**src/rtl/unsign_divider_sched.sv**
```systemverilog
// Two-requester round-robin scheduler in front of one shared iterative
// restoring divider (one quotient bit per RUN cycle, MSB first).
//
// Ports:
//   clk, rst                         clock, asynchronous active-high reset
//   req_a, dividend_a, divider_a     requester A handshake and operands
//   req_b, dividend_b, divider_b     requester B handshake and operands
//   gnt_a, gnt_b                     one-cycle pulse: operands captured
//   busy                             state is not IDLE
//   done                             one-cycle pulse: result outputs valid
//   owner                            requester of the result (0=A, 1=B)
//   quotient, remainder, div_zero    registered result, held until next load
module unsign_divider_sched #(
    parameter int unsigned WIDTH = 8
) (
    input  logic             clk,
    input  logic             rst,
    input  logic             req_a,
    input  logic [WIDTH-1:0] dividend_a,
    input  logic [WIDTH-1:0] divider_a,
    input  logic             req_b,
    input  logic [WIDTH-1:0] dividend_b,
    input  logic [WIDTH-1:0] divider_b,
    output logic             gnt_a,
    output logic             gnt_b,
    output logic             busy,
    output logic             done,
    output logic             owner,
    output logic [WIDTH-1:0] quotient,
    output logic [WIDTH-1:0] remainder,
    output logic             div_zero
);

    localparam int unsigned CNT_W = (WIDTH > 1) ? $clog2(WIDTH) : 1;
    localparam logic [CNT_W-1:0] LAST_STEP = CNT_W'(WIDTH - 1);

    typedef enum logic [1:0] {
        IDLE = 2'd0,
        RUN  = 2'd1,
        DONE = 2'd2
    } state_t;

    state_t state, state_next;

    // Datapath state: partial remainder, dividend/quotient shift register,
    // captured divisor, zero-divisor flag, step counter, ownership.
    logic [WIDTH:0]   rem_q;
    logic [WIDTH-1:0] aq_q;
    logic [WIDTH-1:0] dvs_q;
    logic             zero_q;
    logic [CNT_W-1:0] cnt_q;
    logic             cur_owner_q;
    logic             last_owner_q;

    logic             pick_a, pick_b, capture;
    logic [WIDTH-1:0] sel_dividend, sel_divider;
    logic [WIDTH:0]   rem_shift, rem_sub, rem_step;
    logic             step_ok;
    logic [WIDTH-1:0] aq_step;
    logic             finish;

    logic             gnt_a_d, gnt_b_d, busy_d, done_d;
    logic [WIDTH-1:0] quotient_d, remainder_d;

    // Round-robin arbitration; requests only count while IDLE.
    // last_owner_q = 1 means B was served last, so A wins a tie.
    always_comb begin : arbitrate
        pick_a = 1'b0;
        pick_b = 1'b0;
        if (state == IDLE) begin
            pick_a = req_a && (!req_b || last_owner_q);
            pick_b = req_b && !(req_a && last_owner_q);
        end
    end

    assign capture      = pick_a | pick_b;
    assign sel_dividend = pick_b ? dividend_b : dividend_a;
    assign sel_divider  = pick_b ? divider_b  : divider_a;

    // One restoring step: shift next dividend bit in, subtract if it fits.
    // The stored remainder is always below the divisor, so the top bit of
    // rem_q is zero and is dropped by the shift.
    always_comb begin : div_step
        rem_shift = (WIDTH+1)'({rem_q, aq_q[WIDTH-1]});
        step_ok   = (rem_shift >= {1'b0, dvs_q});
        rem_sub   = rem_shift - {1'b0, dvs_q};
        rem_step  = step_ok ? rem_sub : rem_shift;
        aq_step   = (aq_q << 1) | WIDTH'(step_ok);
    end

    assign finish = (state == RUN) && (zero_q || (cnt_q == LAST_STEP));

    // State register.
    always_ff @(posedge clk or posedge rst) begin
        if (rst) begin
            state <= IDLE;
        end else begin
            state <= state_next;
        end
    end

    // Next-state logic. A zero divisor passes through RUN for one cycle only.
    always_comb begin : next_state
        state_next = state;
        case (state)
            IDLE:    if (capture) state_next = RUN;
            RUN:     if (finish)  state_next = DONE;
            DONE:    state_next = IDLE;
            default: state_next = IDLE;
        endcase
    end

    // Output logic: next values for the registered outputs.
    always_comb begin : outputs
        gnt_a_d     = 1'b0;
        gnt_b_d     = 1'b0;
        done_d      = 1'b0;
        busy_d      = 1'b0;
        quotient_d  = aq_step;
        remainder_d = rem_step[WIDTH-1:0];
        if (state == IDLE) begin
            gnt_a_d = pick_a;
            gnt_b_d = pick_b;
        end
        if (finish) begin
            done_d = 1'b1;
        end
        if (zero_q) begin
            quotient_d  = '1;
            remainder_d = aq_q;
        end
        busy_d = (state_next != IDLE);
    end

    // Output and datapath registers.
    always_ff @(posedge clk or posedge rst) begin
        if (rst) begin
            gnt_a        <= 1'b0;
            gnt_b        <= 1'b0;
            busy         <= 1'b0;
            done         <= 1'b0;
            owner        <= 1'b0;
            quotient     <= '0;
            remainder    <= '0;
            div_zero     <= 1'b0;
            rem_q        <= '0;
            aq_q         <= '0;
            dvs_q        <= '0;
            zero_q       <= 1'b0;
            cnt_q        <= '0;
            cur_owner_q  <= 1'b0;
            last_owner_q <= 1'b1;
        end else begin
            gnt_a <= gnt_a_d;
            gnt_b <= gnt_b_d;
            busy  <= busy_d;
            done  <= done_d;
            if (capture) begin
                rem_q        <= '0;
                aq_q         <= sel_dividend;
                dvs_q        <= sel_divider;
                zero_q       <= (sel_divider == '0);
                cnt_q        <= '0;
                cur_owner_q  <= pick_b;
                last_owner_q <= pick_b;
            end else if ((state == RUN) && !zero_q) begin
                rem_q <= rem_step;
                aq_q  <= aq_step;
                cnt_q <= cnt_q + CNT_W'(1);
            end
            if (finish) begin
                quotient  <= quotient_d;
                remainder <= remainder_d;
                owner     <= cur_owner_q;
                div_zero  <= zero_q;
            end
        end
    end

endmodule

```
**config.mk**
```make
export PLATFORM = sky130hd
export DESIGN_NAME = unsign_divider_sched
export DESIGN_NICKNAME = d
export VERILOG_FILES = /design/src/rtl/unsign_divider_sched.sv
export SDC_FILE = /design/constraint.sdc
export NUM_CORES = 1
export LEC_CHECK = 0
export BUFFER_PORTS_ARGS = -buffer_cell sky130_fd_sc_hd__buf_4
export CAP_MARGIN = 30
export CORE_MARGIN = 5
export CORE_UTILIZATION = 55
export DETAILED_ROUTE_END_ITERATION = 16
export PLACE_DENSITY = 0.8
export RECOVER_POWER = 50
export SETUP_SLACK_MARGIN = 0.02
export SYNTH_ARGS = -nofsm -noshare
export SYNTH_HDL_FRONTEND = slang
export SYNTH_SLANG_ARGS = --single-unit
```
**constraint.sdc**
```tcl
create_clock -name clk -period 2.35 [get_ports clk]
set_input_delay 0.1175 -clock clk [delete_from_list [all_inputs] [get_ports clk]]
set_output_delay 0.1175 -clock clk [all_outputs]
set_load 0.01 [all_outputs]
```
==> results of run 1 <==
metal layers:
metal	vias up	part of all wire
li1	1233	-
met1	1172	0.44
met2	89	0.47
met3	17	0.070
met4	0	0.024
met5	-	0
where the power goes:
group	leakage (nW)	total [mW]	internal, mW	switching (mW)
Sequential	0.647	1.74	1.38	0.360
Clock	0.0618	0.665	0.351	0.314
Combinational	0.978	2.75	1.15	1.60
Total	1.69	5.15	2.88	2.27
critical path: cells and delay by family (launching register included):
kind                       cells  cell delay, ns
muxes                          1            0.25
adders and majority gates      1            0.39
AOI/OAI and AO/OA              4            0.62
DFF                            1            0.41
buffers and inverters          1            0.24
through the flow:
| step | utilization | std cells | instance area (µm²) |
|---|---|---|---|
| after floorplan | - | 317 | 2870 |
| final | 0.681 | 449 | 3480 |
| after global placement | 0.663 | 440 | 3390 |
| after CTS | 0.689 | 449 | 3520 |
| after global routing | 0.681 | 449 | 3480 |
| after detailed placement | 0.663 | 440 | 3390 |
cell usage after synthesis, types with 3 or more instances:
cell type  number  share of area
a21oi_1        13          0.023
buf_2           4         0.0070
o21a_1          3         0.0078
o21ai_0        16          0.028
inv_1          17          0.022
mux2i_1         6          0.021
and3_1          6          0.013
xnor2_1         3         0.0091
nand2b_1        6          0.013
nand2_1        67          0.088
o22ai_1         9          0.020
nand3_1         4         0.0070
a31oi_1        17          0.037
a22o_1          4          0.012
dfrtp_1        53           0.46
nor4_1          4         0.0087
nor2b_1         3         0.0065
nor2_1         24          0.031
o21ai_1         4         0.0070
clkbuf_1        5         0.0065
ha_1           10          0.044
path summary, 6_finish.rpt:
kind | end | depth (start not counted) | from
max in group asynchronous | aq_q[1] | 3 | rst
min reg2reg | quotient[5] | 2 | quotient[5]
max reg2reg | rem_q[4] | 7 | rem_q[5]
min in group asynchronous | quotient[7] | 3 | rst
min | gnt_a | 2 | req_b
max | rem_q[4] | 7 | rem_q[5]
cell type report:
type	instances	area, µm²	share of cell area
multi-input cells	231	1380	0.397
flip-flops and latches	54	1350	0.389
repair buffers	67	462	0.133
well taps	70	87.6	0.0252
clock buffers	6	82.6	0.0238
inverters	19	73.8	0.0212
clock inverters	2	38.8	0.0112
state kept, by name (all words and copies together), names as in the netlist:
register / flops
gnt_b: 1
aq_q: 8
state: 2
quotient: 8
busy: 1
rem_q: 8
last_owner_q: 1
gnt_a: 1
div_zero: 1
dvs_q: 8
done: 1
cur_owner_q: 1
cnt_q: 3
owner: 1
remainder: 8
zero_q: 1
what timing repair did:
action                                  4_1_cts  5_1_grt
hold endpoints to repair                      1        0
gates resized for setup                       0        0
endpoints found under the setup margin        0        0
hold buffers                                  1        0
cell families (layout without fill, tap and decap cells):
family | Yosys count | in the layout
AND/OR/NAND/NOR | 126 | 126
AO/OA/AOI/OAI | 83 | 83
flip-flops | 54 | 54
buffers and inverters | 32 | 94
adder cells (fa/ha/maj) | 11 | 11
multiplexers | 7 | 7
XOR/XNOR | 4 | 4
==> results.cfg, run 1 <==
[setup_path]
endpoint_kind = flop
critical_path_arrival_ns = 2.21
path_max_fanout = 11
start_kind = flop
ff2ff_setup_slack_ns = 0.33
required_ns = 2.54
crit_slowest_cell = dfrtp_1
criticalPathCategory = reg2reg
cp_slowest_stage_delay_ns = 0.41
crit_chain = ha_1, a21oi_1, o221ai_2, a21oi_2, buf_4, mux2i_1, o22ai_1

[yosys]
synth.yosys.warnings = 0
synth_edf_count = 0
synth_compound_area_frac = 0.193
synth_nets = 364
ys_seq_elements = 54
synth_top_family_by_area = simple AND/OR/NAND/NOR gates
syn_area_um2 = 2870
synth.distinct_cells = 53
async_flop_share = 1.00
ys.flop_type = dfrtp_1
muxShareOfSynthArea = 0.0248
synthCells = 317
synth-adder-area-share = 0.0505
yosys.area_share.simple = 0.199
synth_area_per_cell_um2 = 9.07
synth-seq-area-share = 0.471
yosys.area_share.xor_xnor = 0.0122

[power_and_ir_drop]
p_per_area_nw_per_um2 = 1480
p_total_mw = 5.15
vdd_ir_drop_max_mv = 0.714
p_leak_nw = 1.69

[floorplanning]
rows = 26
initial_core_util = 0.563
fp.dieH_um = 82.3
die_area_um2 = 6770
die_w_um = 82.3
core-area_um2 = 5110
ios = 58

[sta]
holdWs_ns = 0.0224
worst_pin_slew_ns = 1.31
relSlewSlack = 0.126
hold_viol_final = 0
setup_viol = 0
min_period_ns = 2.02
fin_tns_setup_ns = 0
grt_setup_unrepaired = false
layout_setup_ws_ns = 0.332
fin_crit_sh = 0.859
max_freq_mhz = 495
slew_viol_final = 0
clock_skew_ns = 0.00636

[run]
cap_violations = 0

[clock_tree]
clockBufferDepth = 2
tritoncts = done
path_clk_slew_ns = 0.10
cts_root_buf = clkbuf_8
clk_latency_ns = 0.31
cts.sinks = 54
cts_buffers = 5
cts_setup_buffers = 0
cts_max_level = 2

[layout]
layout_commonest_cell = nand2_1
final_cell_mix = 67 x nand2_1, 53 x dfrtp_1, 53 x buf_4, 24 x nor2_1
fillers = 437
antenna_cells = 0
areaGrowthSynthToFinish_pct = 20.9
final_nets = 425
drive_gt1_frac = 0.211

[routing]
vias = 2511
avgViaCountPerCell = 5.59
drt_iter0_drc = 153
drt_wl_total_mm = 6.81
detail-route-antenna-nets = 0
drcViolationCount = 0
dr.pass1.iters = 4
wl_per_cell_um = 15.2

[global_routing]
grt_pass1_wl_mm = 11.0
antenna_found_initial = 0
grt_use_met2 = 0.344
grt_use_total = 0.214
grt-busiest-layer = met2
met1_usage = 0.286
grtUsageMet3 = 0.0456
grt_pass1_vias = 2373
gr-total-overflow = 0
grt_max_degree = 55

[placed_design]
pre_cts_slack_ns = 0.357
globalplace.congestion = 0.875
place.port_buffers = 57
dp.final_hpwl_mm = 5.12

[outcome]
status = completed

[worst_hold_path]
hp-class = in2reg
Power figures use the tool's default switching activity.
==> inputs of run 2 (changes only) <==
--- a/config.mk
+++ b/config.mk
@@ -10,6 +10,7 @@
 export CORE_MARGIN = 5
 export CORE_UTILIZATION = 55
 export DETAILED_ROUTE_END_ITERATION = 16
+export HOLD_SLACK_MARGIN = 0.08
 export PLACE_DENSITY = 0.8
 export RECOVER_POWER = 50
 export SETUP_SLACK_MARGIN = 0.02
==> run 2 against run 1 <==
Register-to-register slack got worse by 0.07 ns. Cell count grew 6.5%. Fmax fell by 3.5%. Critical endpoint is now aq_q[7]. Routed wire length grew 7.1%. Sequential share of layout area decreased by 2.6 points. Clock power barely moved. Combinational power increased by 8.7%. Cell area increased by 7.2%. Clock-buffer cell count did not move. Clock skew grew 0.0013 ns. Largest cell class unchanged. Flip-flop and latch count unchanged. Die area is the same.
==> results.cfg, run 2 (synthesis results as in run 1) <==
[outcome]
status = completed

[setup_path]
start_kind = flop
crit_slowest_cell = dlygate4sd3_1
criticalPathCategory = reg2reg
critical_path_arrival_ns = 2.34
endpoint_kind = flop
critical_path_buf_inv_count = 2
cp_slowest_stage_delay_ns = 0.58
path_max_fanout = 17
crit_family = buffers and inverters
required_ns = 2.60
crit_chain = nor2_2, nand3_2, inv_2, nand2_1, a31oi_1, dlygate4sd3_1

[power_and_ir_drop]
p_per_area_nw_per_um2 = 1450
p_int_mw = 3.06
vdd_ir_drop_max_mv = 0.884
p_clk_frac = 0.123
pwr-share-seq = 0.323
power_switching_mw = 2.34
p_leak_nw = 1.76
netSwitchingFraction = 0.434
power_frac_comb = 0.554

[sta]
setup_viol = 0
max_freq_mhz = 478
min_period_ns = 2.09
clock_skew_ns = 0.00771
fin_tns_setup_ns = 0
relSlewSlack = 0.136
fin_crit_sh = 0.890
grt_setup_unrepaired = false
layout_setup_ws_ns = 0.259
worst_pin_slew_ns = 1.30
hold_viol_final = 0
slew_viol_final = 0

[placed_design]
pre_cts_slack_ns = 0.357
dp.final_hpwl_mm = 5.12
globalplace.congestion = 0.875
dp.cells = 440
place.port_buffers = 57

[routing]
drt_iter0_drc = 194
detail-route-antenna-nets = 0
top_layer_used = met4
wl_met1_mm = 3.03
dr_wl_met2_mm = 3.54
drcViolationCount = 0
wl_met3_um = 549
dr.pass1.iters = 5
avgViaCountPerCell = 5.59
drt_wl_total_mm = 7.30
wl_per_cell_um = 15.3
vias = 2670

[clock_tree]
cts_buffers = 5
clk_latency_ns = 0.31
cts_root_buf = clkbuf_8
cts_max_level = 2
cts.sinks = 54
clockBufferDepth = 2
path_clk_slew_ns = 0.10
tritoncts = done

[layout]
areaGrowthSynthToFinish_pct = 29.6
final_cell_mix = 67 x nand2_1, 52 x dfrtp_1, 42 x buf_4, 30 x dlygate4sd3_1, 24 x nor2_1
antenna_cells = 0
layout_commonest_cell = nand2_1
drive_gt1_frac = 0.172
final_nets = 454
final_core_utilization = 0.730
fin_cells = 478

[global_routing]
grt_pass1_wl_mm = 11.7
antenna_found_initial = 0
grt_pass1_vias = 2531
gr-total-overflow = 0
grt_use_total = 0.228
grt_max_degree = 55

[worst_hold_path]
hp-class = in2reg

[run]
cap_violations = 0

[floorplanning]
ios = 58
die_w_um = 82.3
fp.dieH_um = 82.3
core-area_um2 = 5110
die_area_um2 = 6770
initial_core_util = 0.563
rows = 26
run 2: changes by cell type in the layout (fill, tap and decap cells not counted), sizes merged:
cell         previous run  this run
buf                    53        42
clkbuf                 19        30
dlygate4sd3             1        30
run 2: what timing repair did:
item	in CTS	in global routing
endpoints found under the hold margin	69	0
buffers inserted	0	0
setup endpoints to repair	0	3
hold buffers	30	0
resized for setup	0	1
run 2: cell type report:
class | count | area (µm²)
flip-flops and latches | 54 | 1350
fillers | 395 | 1380
multi-input cells | 231 | 1380
repair buffers | 96 | 711
well taps | 70 | 87.6
clock inverters | 2 | 38.8
inverters | 19 | 73.8
clock buffers | 6 | 82.6
run 2: per-layer routing:
layer / up-vias / global-route usage
li1: 1289 / -
met2: 112 / 0.380
met5: - / 0
met4: 0 / 0.0847
met3: 21 / 0.0477
met1: 1248 / 0.291
run 2: power groups by stage:
stage	clock network, mW	logic (mW)	registers, mW
after global placement	0	2.74	1.73
after CTS	0.671	3.10	1.74
final	0.666	2.99	1.74
after global routing	0.703	3.29	1.79
after floorplan	0	1.93	1.71
after detailed placement	0	2.79	1.76
run 2: path summary, 6_finish.rpt:
check	start	endpoint	slack (ns)	depth (start not counted)
worst min register to register	quotient[2]	quotient[2]	0.48	2
worst min-delay path	divider_b[0]	dvs_q[0]	0.07	3
worst max-delay path	state[1]	aq_q[7]	0.26	6
min in group asynchronous	rst	quotient[7]	0.78	4
worst max register to register	state[1]	aq_q[7]	0.26	6
max in group asynchronous	rst	zero_q	0.69	4
run 2: per-stage QoR:
step	area, µm²	total power, mW	hold slack, ns
6_report	3730	5.40	0.0737
5_1_grt	3730	5.79	0.0828
4_1_cts	3810	5.50	0.0803
3_5_place_dp	3390	4.55	0.326
3_3_place_gp	3390	4.47	0.319
2_1_floorplan	2870	3.64	0.187
run 2: tightest hold or removal path, delay by kind of cell:
family / cells / cell delay (ns)
AO/OA/AOI/OAI: 1 / 0.07
buffers and inverters: 1 / 0.11
AND/OR/NAND/NOR: 1 / 0.05
==> inputs of run 3 (changes only) <==
--- a/config.mk
+++ b/config.mk
@@ -10,6 +10,7 @@
 export CORE_MARGIN = 5
 export CORE_UTILIZATION = 55
 export DETAILED_ROUTE_END_ITERATION = 16
+export GPL_ROUTABILITY_DRIVEN = 1
 export HOLD_SLACK_MARGIN = 0.08
 export PLACE_DENSITY = 0.8
 export RECOVER_POWER = 50
==> constraint.sdc (replaced) <==
create_clock -name clk -period 2.2 [get_ports clk]
set_input_delay 0.11 -clock clk [delete_from_list [all_inputs] [get_ports clk]]
set_output_delay 0.11 -clock clk [all_outputs]
set_load 0.01 [all_outputs]
==> run 3 against run 2 <==
The run now ends with max-capacitance violations, max-slew violations left. Worst hold slack improved by 0.033 ns. Clock-buffer cell count decreased by 1. Sequential power increased by 6%. Cell area rose by 0.54%. Die area unchanged. Fmax up 0.87%. Largest cell class unchanged.
==> results.cfg, run 3 (synthesis results as in run 1) <==
[clock_tree]
clk_latency_ns = 0.32
clockBufferDepth = 2
cts_max_level = 2
cts.sinks = 54
tritoncts = done
cts_root_buf = clkbuf_8
path_clk_slew_ns = 0.10
cts_buffers = 5

[sta]
max_freq_mhz = 482
min_period_ns = 2.07
slew_viol_final = 43
grt_setup_unrepaired = false
clock_skew_ns = 0.0112
hold_viol_final = 0
fin_crit_sh = 0.942
layout_setup_ws_ns = 0.127
holdWs_ns = 0.106
fin_tns_setup_ns = 0
relSlewSlack = -0.00554
setup_viol = 0
worst_pin_slew_ns = 1.51

[layout]
fin_cells = 481
regArea_um2 = 1350
final_core_utilization = 0.733
final_nets = 457
drive_gt1_frac = 0.175
layout_commonest_cell = nand2_1
areaGrowthSynthToFinish_pct = 30.3
final_area_um2 = 3750
fillers = 404
antenna_cells = 0
final_cell_mix = 66 x nand2_1, 52 x dfrtp_1, 41 x buf_4, 33 x dlygate4sd3_1, 24 x nor2_1
multi_input_area_um2 = 1390

[global_routing]
grt_pass1_wl_mm = 13.6
grt_pass1_vias = 2924
grt_max_degree = 43
grt_use_total = 0.264
gr-total-overflow = 0
antenna_found_initial = 0

[floorplanning]
initial_core_util = 0.563
die_w_um = 82.3
fp.dieH_um = 82.3
rows = 26
ios = 58
die_area_um2 = 6770
core-area_um2 = 5110

[setup_path]
critical_path_arrival_ns = 2.33
required_ns = 2.46
criticalPathCategory = reg2reg
critical_path_buf_inv_count = 2
cp_slowest_stage_delay_ns = 0.60
crit_chain = nor2_2, nand3_2, inv_4, nand2_1, a31oi_1, dlygate4sd3_1
crit_family = buffers and inverters
endpoint_kind = flop
crit_slowest_cell = dlygate4sd3_1
start_kind = flop
path_max_fanout = 17

[placed_design]
dp.cells = 440
dp.final_hpwl_mm = 5.46
globalplace.congestion = 0.826
pre_cts_slack_ns = 0.133
detailed_place.area_um2 = 3390
place.port_buffers = 57

[power_and_ir_drop]
p_total_mw = 5.74
power_switching_mw = 2.61
pwr-share-seq = 0.323
power_frac_comb = 0.572
vdd_ir_drop_max_mv = 0.768
p_int_mw = 3.13
p_per_area_nw_per_um2 = 1530
p_leak_nw = 1.76
netSwitchingFraction = 0.455
p_clk_frac = 0.105

[routing]
vias = 2761
drt_iter0_drc = 228
wl_per_cell_um = 17.0
avgViaCountPerCell = 5.74
detail-route-antenna-nets = 0
drt_wl_total_mm = 8.18
dr.pass1.iters = 4
drcViolationCount = 0

[outcome]
violations = max-capacitance violations, max-slew violations
status = finished with violations

[run]
cap_violations = 1

[worst_hold_path]
hp-class = in2reg
==> run 3: cell types whose count changed in the layout (fill, tap and decap cells not counted), sizes merged <==
cell         delta
clkinv          +2
bufinv          -1
dlygate4sd3     +3
clkbuf          -1
==> run 3: final cells by class <==
type,count,share of cell area
Multi-Input combinational cell,231,0.370
Sequential cell,54,0.361
Timing Repair Buffer,99,0.198
Tap cell,70,0.0234
Inverter,19,0.0204
Clock buffer,5,0.0184
Clock inverter,3,0.00768
==> run 3: worst reg2reg max path, stage by stage (launching register included) <==
cell           delay, ns
dfrtp_1             0.41
nor2_2              0.24
nand3_2             0.21
inv_4               0.20
nand2_1             0.09
a31oi_1             0.26
dlygate4sd3_1       0.60
==> run 3: per-layer routing <==
| layer | vias up | wire [µm] | track usage |
|---|---|---|---|
| met5 | - | 0 | 0 |
| met4 | 0 | 147 | 0.0880 |
| met2 | 129 | 4020 | 0.438 |
| met3 | 17 | 594 | 0.0434 |
| met1 | 1324 | 3420 | 0.353 |
| li1 | 1291 | - | - |
==> run 3: final timing paths <==
kind	start	to	slack, ns	cells past startpoint
max	state[1]	dvs_q[0]	0.13	6
min	divider_b[5]	zero_q	0.11	4
max reg2reg	state[1]	dvs_q[0]	0.13	6
min reg2reg	quotient[6]	quotient[6]	0.48	2
max in group asynchronous	rst	zero_q	0.49	4
min in group asynchronous	rst	quotient[7]	0.79	3
==> run 3: power by group through the flow <==
stage / logic, mW / registers (mW) / clock network, mW
detailed placement: 3.02 / 1.86 / 0
finish: 3.29 / 1.85 / 0.603
floorplan: 2.06 / 1.83 / 0
global placement: 2.91 / 1.83 / 0
global route: 3.63 / 1.90 / 0.646
CTS: 3.34 / 1.84 / 0.600
==> run 3: timing repair <==
action                     4_1_cts  5_1_grt
setup endpoints to repair        0        8
gates resized for setup          0        7
hold buffers                    33        0
hold endpoints to repair        56        0
buffers inserted                 0        0
